## src/rtl/fp_addsub_seq_if.sv

```systemverilog
// Handshake and operand/result bundle for the sequential single-precision add/sub unit.
interface fp_addsub_seq_if;
  logic        in_valid;
  logic        in_ready;
  logic [31:0] a;
  logic [31:0] b;
  logic        op;
  logic        out_valid;
  logic        out_ready;
  logic [31:0] result;
  logic        exc_input;
  logic        exc_overflow;
  logic        exc_underflow;

  modport master (
    output in_valid, a, b, op, out_ready,
    input  in_ready, out_valid, result, exc_input, exc_overflow, exc_underflow
  );

  modport slave (
    input  in_valid, a, b, op, out_ready,
    output in_ready, out_valid, result, exc_input, exc_overflow, exc_underflow
  );
endinterface

```

## src/rtl/fp_addsub_seq.sv

```systemverilog
// Multi-cycle single-precision add/subtract: bit-serial exponent alignment,
// one 25-bit magnitude add/sub, then iterative one-shift-per-cycle normalization.
module fp_addsub_seq (
  input  logic            clk,
  input  logic            rst,
  fp_addsub_seq_if.slave  bus
);

  localparam logic [2:0] IDLE  = 3'd0;
  localparam logic [2:0] ALIGN = 3'd1;
  localparam logic [2:0] ADD   = 3'd2;
  localparam logic [2:0] NORM  = 3'd3;
  localparam logic [2:0] DONE  = 3'd4;

  logic [2:0]  r_state;
  logic        r_sign_x;
  logic        r_sign_y;
  logic [7:0]  r_exp;
  logic [23:0] r_mant_x;
  logic [23:0] r_mant_y;
  logic [4:0]  r_diff;
  logic [24:0] r_sum;
  logic [31:0] r_result;
  logic        r_out_valid;
  logic        r_exc_input;
  logic        r_exc_overflow;
  logic        r_exc_underflow;

  logic [7:0]  w_exp_a;
  logic [7:0]  w_exp_b;
  logic [23:0] w_mant_a;
  logic [23:0] w_mant_b;
  logic        w_sign_b;
  logic        w_a_is_x;
  logic        w_bad_exp;
  logic [7:0]  w_diff_raw;
  logic [4:0]  w_diff;
  logic [24:0] w_round;

  always_comb begin
    w_exp_a   = bus.a[30:23];
    w_exp_b   = bus.b[30:23];
    w_mant_a  = {1'b1, bus.a[22:0]};
    w_mant_b  = {1'b1, bus.b[22:0]};
    w_sign_b  = bus.b[31] ^ bus.op;
    w_a_is_x  = (w_exp_a > w_exp_b) || ((w_exp_a == w_exp_b) && (w_mant_a >= w_mant_b));
    w_bad_exp = (w_exp_a == 8'h00) || (w_exp_a == 8'hFF) ||
                (w_exp_b == 8'h00) || (w_exp_b == 8'hFF);
    w_diff_raw = w_a_is_x ? (w_exp_a - w_exp_b) : (w_exp_b - w_exp_a);
    // Beyond 25 shifts the smaller mantissa is already fully flushed to zero.
    w_diff     = (w_diff_raw > 8'd25) ? 5'd25 : w_diff_raw[4:0];
    w_round    = {1'b0, r_sum[24:1]} + {24'b0, r_sum[0]};
  end

  always_ff @(posedge clk or posedge rst) begin
    if (rst) begin
      r_state         <= IDLE;
      r_sign_x        <= 1'b0;
      r_sign_y        <= 1'b0;
      r_exp           <= '0;
      r_mant_x        <= '0;
      r_mant_y        <= '0;
      r_diff          <= '0;
      r_sum           <= '0;
      r_result        <= '0;
      r_out_valid     <= 1'b0;
      r_exc_input     <= 1'b0;
      r_exc_overflow  <= 1'b0;
      r_exc_underflow <= 1'b0;
    end else begin
      case (r_state)
        IDLE: begin
          if (bus.in_valid) begin
            r_sign_x <= w_a_is_x ? bus.a[31] : w_sign_b;
            r_sign_y <= w_a_is_x ? w_sign_b  : bus.a[31];
            r_exp    <= w_a_is_x ? w_exp_a   : w_exp_b;
            r_mant_x <= w_a_is_x ? w_mant_a  : w_mant_b;
            r_mant_y <= w_a_is_x ? w_mant_b  : w_mant_a;
            r_diff   <= w_diff;
            if (w_bad_exp) begin
              r_exc_input <= 1'b1;
              r_result    <= '0;
              r_out_valid <= 1'b1;
              r_state     <= DONE;
            end else begin
              r_state     <= ALIGN;
            end
          end
        end
        ALIGN: begin
          if (r_diff != 5'd0) begin
            r_mant_y <= r_mant_y >> 1;
            r_diff   <= r_diff - 5'd1;
          end else begin
            r_state  <= ADD;
          end
        end
        ADD: begin
          r_sum   <= (r_sign_x == r_sign_y) ? ({1'b0, r_mant_x} + {1'b0, r_mant_y})
                                            : ({1'b0, r_mant_x} - {1'b0, r_mant_y});
          r_state <= NORM;
        end
        NORM: begin
          if (r_sum == 25'd0) begin
            r_result    <= '0;
            r_out_valid <= 1'b1;
            r_state     <= DONE;
          end else if (r_sum[24]) begin
            if (r_exp == 8'd254) begin
              r_exc_overflow <= 1'b1;
              r_result       <= '0;
              r_out_valid    <= 1'b1;
              r_state        <= DONE;
            end else begin
              // A carry out of the rounding increment re-enters this branch next cycle.
              r_sum <= w_round;
              r_exp <= r_exp + 8'd1;
            end
          end else if (r_sum[23]) begin
            r_result    <= {r_sign_x, r_exp, r_sum[22:0]};
            r_out_valid <= 1'b1;
            r_state     <= DONE;
          end else if (r_exp == 8'd1) begin
            r_exc_underflow <= 1'b1;
            r_result        <= '0;
            r_out_valid     <= 1'b1;
            r_state         <= DONE;
          end else begin
            r_sum <= r_sum << 1;
            r_exp <= r_exp - 8'd1;
          end
        end
        DONE: begin
          if (bus.out_ready) begin
            r_out_valid     <= 1'b0;
            r_exc_input     <= 1'b0;
            r_exc_overflow  <= 1'b0;
            r_exc_underflow <= 1'b0;
            r_state         <= IDLE;
          end
        end
        default: r_state <= IDLE;
      endcase
    end
  end

  assign bus.in_ready      = (r_state == IDLE) && !rst;
  assign bus.out_valid     = r_out_valid;
  assign bus.result        = r_result;
  assign bus.exc_input     = r_exc_input;
  assign bus.exc_overflow  = r_exc_overflow;
  assign bus.exc_underflow = r_exc_underflow;

endmodule

```

## src/flat_wrapper.sv

```systemverilog
// flat-port wrapper written by rule: the top's interface ports become plain ports
module fp_addsub_seq_flat 
  (clk, rst, bus_in_valid, bus_a, bus_b, bus_op, bus_out_ready, bus_in_ready, bus_out_valid, bus_result, bus_exc_input, bus_exc_overflow, bus_exc_underflow);
  fp_addsub_seq_if bus_i ();
  input  logic clk;
  input  logic rst;
  input wire logic [$bits(bus_i.in_valid)-1:0] bus_in_valid;
  input wire logic [$bits(bus_i.a)-1:0] bus_a;
  input wire logic [$bits(bus_i.b)-1:0] bus_b;
  input wire logic [$bits(bus_i.op)-1:0] bus_op;
  input wire logic [$bits(bus_i.out_ready)-1:0] bus_out_ready;
  output wire logic [$bits(bus_i.in_ready)-1:0] bus_in_ready;
  output wire logic [$bits(bus_i.out_valid)-1:0] bus_out_valid;
  output wire logic [$bits(bus_i.result)-1:0] bus_result;
  output wire logic [$bits(bus_i.exc_input)-1:0] bus_exc_input;
  output wire logic [$bits(bus_i.exc_overflow)-1:0] bus_exc_overflow;
  output wire logic [$bits(bus_i.exc_underflow)-1:0] bus_exc_underflow;
  assign bus_i.in_valid = bus_in_valid;
  assign bus_i.a = bus_a;
  assign bus_i.b = bus_b;
  assign bus_i.op = bus_op;
  assign bus_i.out_ready = bus_out_ready;
  assign bus_in_ready = bus_i.in_ready;
  assign bus_out_valid = bus_i.out_valid;
  assign bus_result = bus_i.result;
  assign bus_exc_input = bus_i.exc_input;
  assign bus_exc_overflow = bus_i.exc_overflow;
  assign bus_exc_underflow = bus_i.exc_underflow;
  fp_addsub_seq u_core (.clk(clk), .rst(rst), .bus(bus_i));
endmodule
```

## config.mk

```make
export PLATFORM = sky130hd
export DESIGN_NAME = fp_addsub_seq_flat
export DESIGN_NICKNAME = d
export VERILOG_FILES = /design/src/rtl/fp_addsub_seq_if.sv /design/src/rtl/fp_addsub_seq.sv /design/src/flat_wrapper.sv
export SDC_FILE = /design/constraint.sdc
export NUM_CORES = 1
export LEC_CHECK = 0
export ABC_AREA = 1
export CORE_ASPECT_RATIO = 1.25
export CORE_MARGIN = 2
export CORE_UTILIZATION = 53
export DETAILED_ROUTE_END_ITERATION = 16
export GPL_TIMING_DRIVEN = 0
export PLACE_DENSITY = 0.78
export SLEW_MARGIN = 15
export SYNTH_ARGS = -nofsm -noshare
export SYNTH_HDL_FRONTEND = slang
export SYNTH_SLANG_ARGS = --single-unit
```

## constraint.sdc

```tcl
create_clock -name clk -period 4.5 [get_ports clk]
set_clock_uncertainty 0.05 [all_clocks]
set_input_delay 0.9 -clock clk [delete_from_list [all_inputs] [get_ports clk]]
set_output_delay 0.9 -clock clk [all_outputs]
set_load 0.02 [all_outputs]
```

==> results by group <==
CTS
  – H-Tree Depth: 4
  – CTS tree: yes
  – Clk root buf: clkbuf_16
  – Sink Count: 127
  – CTS Buffer Depth: 2
  – Skew-Pair Late Insertion Delay: 0.43 ns
  – Hold Buf Count CTS: 0
  – Post-CTS Setup Inserts: 0
  – Post-CTS Resized: 0
  – CTS Buf Count: 17
  – Clock Pin Slew Worst Setup and Hold Paths: 0.06 ns

Logic synthesis
  – Synth Cell Area: 0.0104 sq mm
  – Post-synthesis simple-gate area fraction: 0.258
  – Fraction of registers with async set/reset: 1.00
  – Mapped Nets: 1634
  – Post-synth EDFFs: 0
  – Top cells by count, synth: nand2_1, inv_1, o21ai_0, nor2_1, dfrtp_1
  – Synth Flop Type: dfrtp_1
  – Synth Area in Adders: 0.0922
  – Leading area contributor after synthesis: dfrtp_1
  – Warnings from Yosys: 0
  – Post-synthesis cell type count: 60
  – XOR/XNOR Fraction of Synth Area: 0.0336
  – Count leader, synth: nand2_1
  – Post-Synthesis Cells: 1490
  – Largest family of logic cells by synthesized area: simple AND/OR/NAND/NOR gates
  – Share of the synthesized area in the top cell type: 0.305
  – Mux cell area share after synthesis: 0
  – Sequential fraction of the synthesis area: 0.305
  – Compound-Gate Fraction of Synth Area: 0.214
  – Ranking of synthesized cells by area: dfrtp_1, nand2_1, ha_1, o21ai_0, inv_1
  – Syn avg cell area: 6.99 sq um
  – Flops & latches, synth: 127

Detailed routing
  – Antenna-violating nets left: 0
  – TritonRoute pass-1 iters: 5
  – Initial DRC Count: 773
  – WL/cell: 16.9 um
  – Vias: 10800
  – # DRC: 0
  – Via density: 5.73
  – Final Routed Wirelength: 32.1 mm

Timing
  – RSZ-0062 raised after global routing: no
  – Final WS setup: 0.527 ns
  – Fin crit share: 0.883
  – Final Setup Violations: 0
  – Minimum clock period: 3.97 ns
  – Fin. max-slew vios: 0
  – Endpoints failing hold: 0
  – Worst Tran Pin Value: 0.999 ns
  – Max Freq: 252 MHz
  – Max_slew headroom: 0.328

Place
  – GP Congestion: 0.951
  – Detailed Place HPWL: 25.3 mm
  – Placed inst area: 0.0118 sq mm
  – Port Buf Inserts: 105
  – Setup slack at placement: 0.648 ns
  – Inst Count DP: 1861

Power
  – Worst VDD drop: 0.000437 V
  – Clock power frac: 0.140
  – Sw Share: 0.519
  – LEAKAGE: 5.93 nW
  – P_sw: 5.46 mW
  – Comb power frac: 0.649
  – Share of power burned in registers: 0.211
  – Pint: 5.06 mW
  – Pwr dens: 844 mW/mm^2

Finish
  – Area growth syn-to-layout: 19.5%
  – Core Util, Final: 0.642
  – Post-Layout Cell Count: 1893
  – Fin nets: 1759
  – Final instance area: 0.0125 sq mm
  – Share of cells above drive strength 1: 0.0756
  – Filler instances: 1867
  – Diodes inserted: 0

Setup path
  – Worst path depth: 22
  – Worst Path Arrival: 4.28 ns
  – Crit path buf inv count: 2
  – CP top delay family: simple AND/OR/NAND/NOR gates
  – Cell mode on critical path: nand2_1
  – Worst flop-to-flop path endpoint: u_core.r_sum[24]$_DFFE_PP0P_
  – Startpoint Class: flip-flop
  – Critical path destination: u_core.r_sum[24]$_DFFE_PP0P_
  – Critical path origin: u_core.r_mant_y[0]$_DFFE_PP0P_
  – Worst path max stage delay: 0.40 ns
  – Crit end category: flip-flop
  – R2R cell count: 22
  – Crit-path max FO: 5
  – Reg2Reg Launch Point: u_core.r_mant_y[0]$_DFFE_PP0P_
  – CP max-delay cell: dfrtp_1
  – Slack of the worst reg-to-reg path: 0.53 ns
  – Worst EP required: 4.81 ns
  – Crit Path Class: reg -> reg
  – Crit-path cells: inv_1 -> ha_1 -> nand3_1 -> nor3_1 -> nand2_1 -> inv_1 -> nand3_1 -> nor3_2 -> nand2_1 -> o31ai_1 -> xor2_1 -> ha_1 -> nand2_1 -> nor2_1 -> and3_1 -> nand4_1 -> nand3_1 -> nand2_1 -> nand3b_1 -> xnor2_1 -> nand2_1 -> a21oi_1

Die
  – Boundary Pins: 106
  – Die Y: 161 um
  – Die area: 0.0208 sq mm
  – Die width: 129 um
  – Starting Density: 0.537
  – Core Region: 0.0194 sq mm
  – Site Rows: 57

GRT
  – GR Util All Layers: 0.313
  – First-pass GRT wire length: 51.7 mm
  – GRT overflow: 0
  – Vias in the first global route: 10500
  – Initial antenna violation count: 0
  – Largest net degree at the start of global routing: 81

Worst hold path
  – Hold Crit Class: reg -> reg
  – Hold_sp: u_core.r_mant_x[23]$_DFFE_PP0P_

Status
  – Status: finished clean

Job
  – Total of max-cap violations: 0
-- cell usage in the layout (no fill, tap or decap), types with 5 or more instances in the layout --
master           count
nand2_1            283
inv_1              176
o21ai_0            170
nor2_1             153
dfrtp_1            127
clkdlybuf4s50_1    105
a21oi_1             97
ha_1                72
nand3_1             65
o21ai_1             40
xor2_1              34
nand4_1             23
clkbuf_1            22
nor3_1              21
buf_2               19
o221ai_1            19
a31oi_1             18
clkbuf_16           17
nor4_1              16
inv_2               12
or2_2                9
nand2_2              8
o211ai_1             8
a22oi_1              8
nor2_2               7
xnor2_1              6
buf_6                5
nor3_2               5
inv_6                5
-- how the worst min path moves through the flow --
stage / to / depth (start not counted)
after CTS: u_core.r_mant_x[23]$_DFFE_PP0P_ / 1
final: u_core.r_mant_x[23]$_DFFE_PP0P_ / 1
after global placement: u_core.bus.result[4]$_DFFE_PP0P_ / 2
after floorplan: u_core.r_mant_x[23]$_DFFE_PP0P_ / 1
after detailed placement: u_core.r_mant_x[23]$_DFFE_PP0P_ / 1
after global routing: u_core.r_mant_x[23]$_DFFE_PP0P_ / 1
-- cell type report --
cell class,count,area (sq um),area share
inverters,192,728,0.0585
clock buffers,18,439,0.0353
repair buffers,106,1080,0.0866
flip-flops and latches,127,3180,0.255
clock inverters,14,180,0.0145
multi-input cells,1117,6230,0.500
well taps,265,332,0.0266
plain buffers,54,294,0.0236
-- layer usage --
layer  share of wire  wire length [um]  global-route usage
met2            0.49             15700               0.540
met4           0.040              1290               0.137
met1            0.42             13400               0.389
met5               0                 0                   0
met3           0.053              1700              0.0413
-- registers in the layout, summed over array words and instances, names as in the netlist --
| register | cells |
|---|---|
| u_core.r_diff | 5 |
| u_core.r_state | 3 |
| u_core.r_sum | 25 |
| u_core.bus.exc_underflow | 1 |
| u_core.bus.result | 32 |
| u_core.bus.exc_overflow | 1 |
| u_core.r_exp | 8 |
| u_core.bus.exc_input | 1 |
| u_core.bus.out_valid | 1 |
| u_core.r_mant_x | 24 |
| u_core.r_sign_x | 1 |
| u_core.r_mant_y | 24 |
| u_core.r_sign_y | 1 |
-- cells by family (layout without fill, tap and decap cells) --
group	Yosys count	after routing
adder cells (fa/ha/maj)	75	75
XOR/XNOR	40	40
flip-flops	127	127
AO/OA/AOI/OAI	395	395
buffers and inverters	246	384
AND/OR/NAND/NOR	607	607
-- power by group through the flow --
stage | sequential (mW) | clock, mW | combinational [mW]
final | 2.22 | 1.47 | 6.82
after CTS | 2.20 | 1.47 | 6.74
after detailed placement | 2.21 | 0 | 6.69
after global routing | 2.29 | 1.52 | 7.65
after floorplan | 2.24 | 0 | 4.70
after global placement | 2.20 | 0 | 6.59
-- worst register-to-register path: cells and delay by family (launching register included) --
kind | cells | cell delay [ns]
adder cells (fa/ha/maj) | 2 | 0.56
AO/OA/AOI/OAI | 2 | 0.40
XOR/XNOR | 2 | 0.24
buffers and inverters | 2 | 0.19
flip-flops | 1 | 0.40
AND/OR/NAND/NOR | 14 | 2.07
-- through the flow --
stage,total power [mW],TNS [ns],hold WS [ns]
after floorplan,6.94,0,0.397
after global placement,8.79,-211.96,0.416
after detailed placement,8.91,0,0.422
after CTS,10.4,0,0.435
after global routing,11.5,0,0.451
final,10.5,0,0.434
No activity file was read; power rests on OpenSTA's default activity.
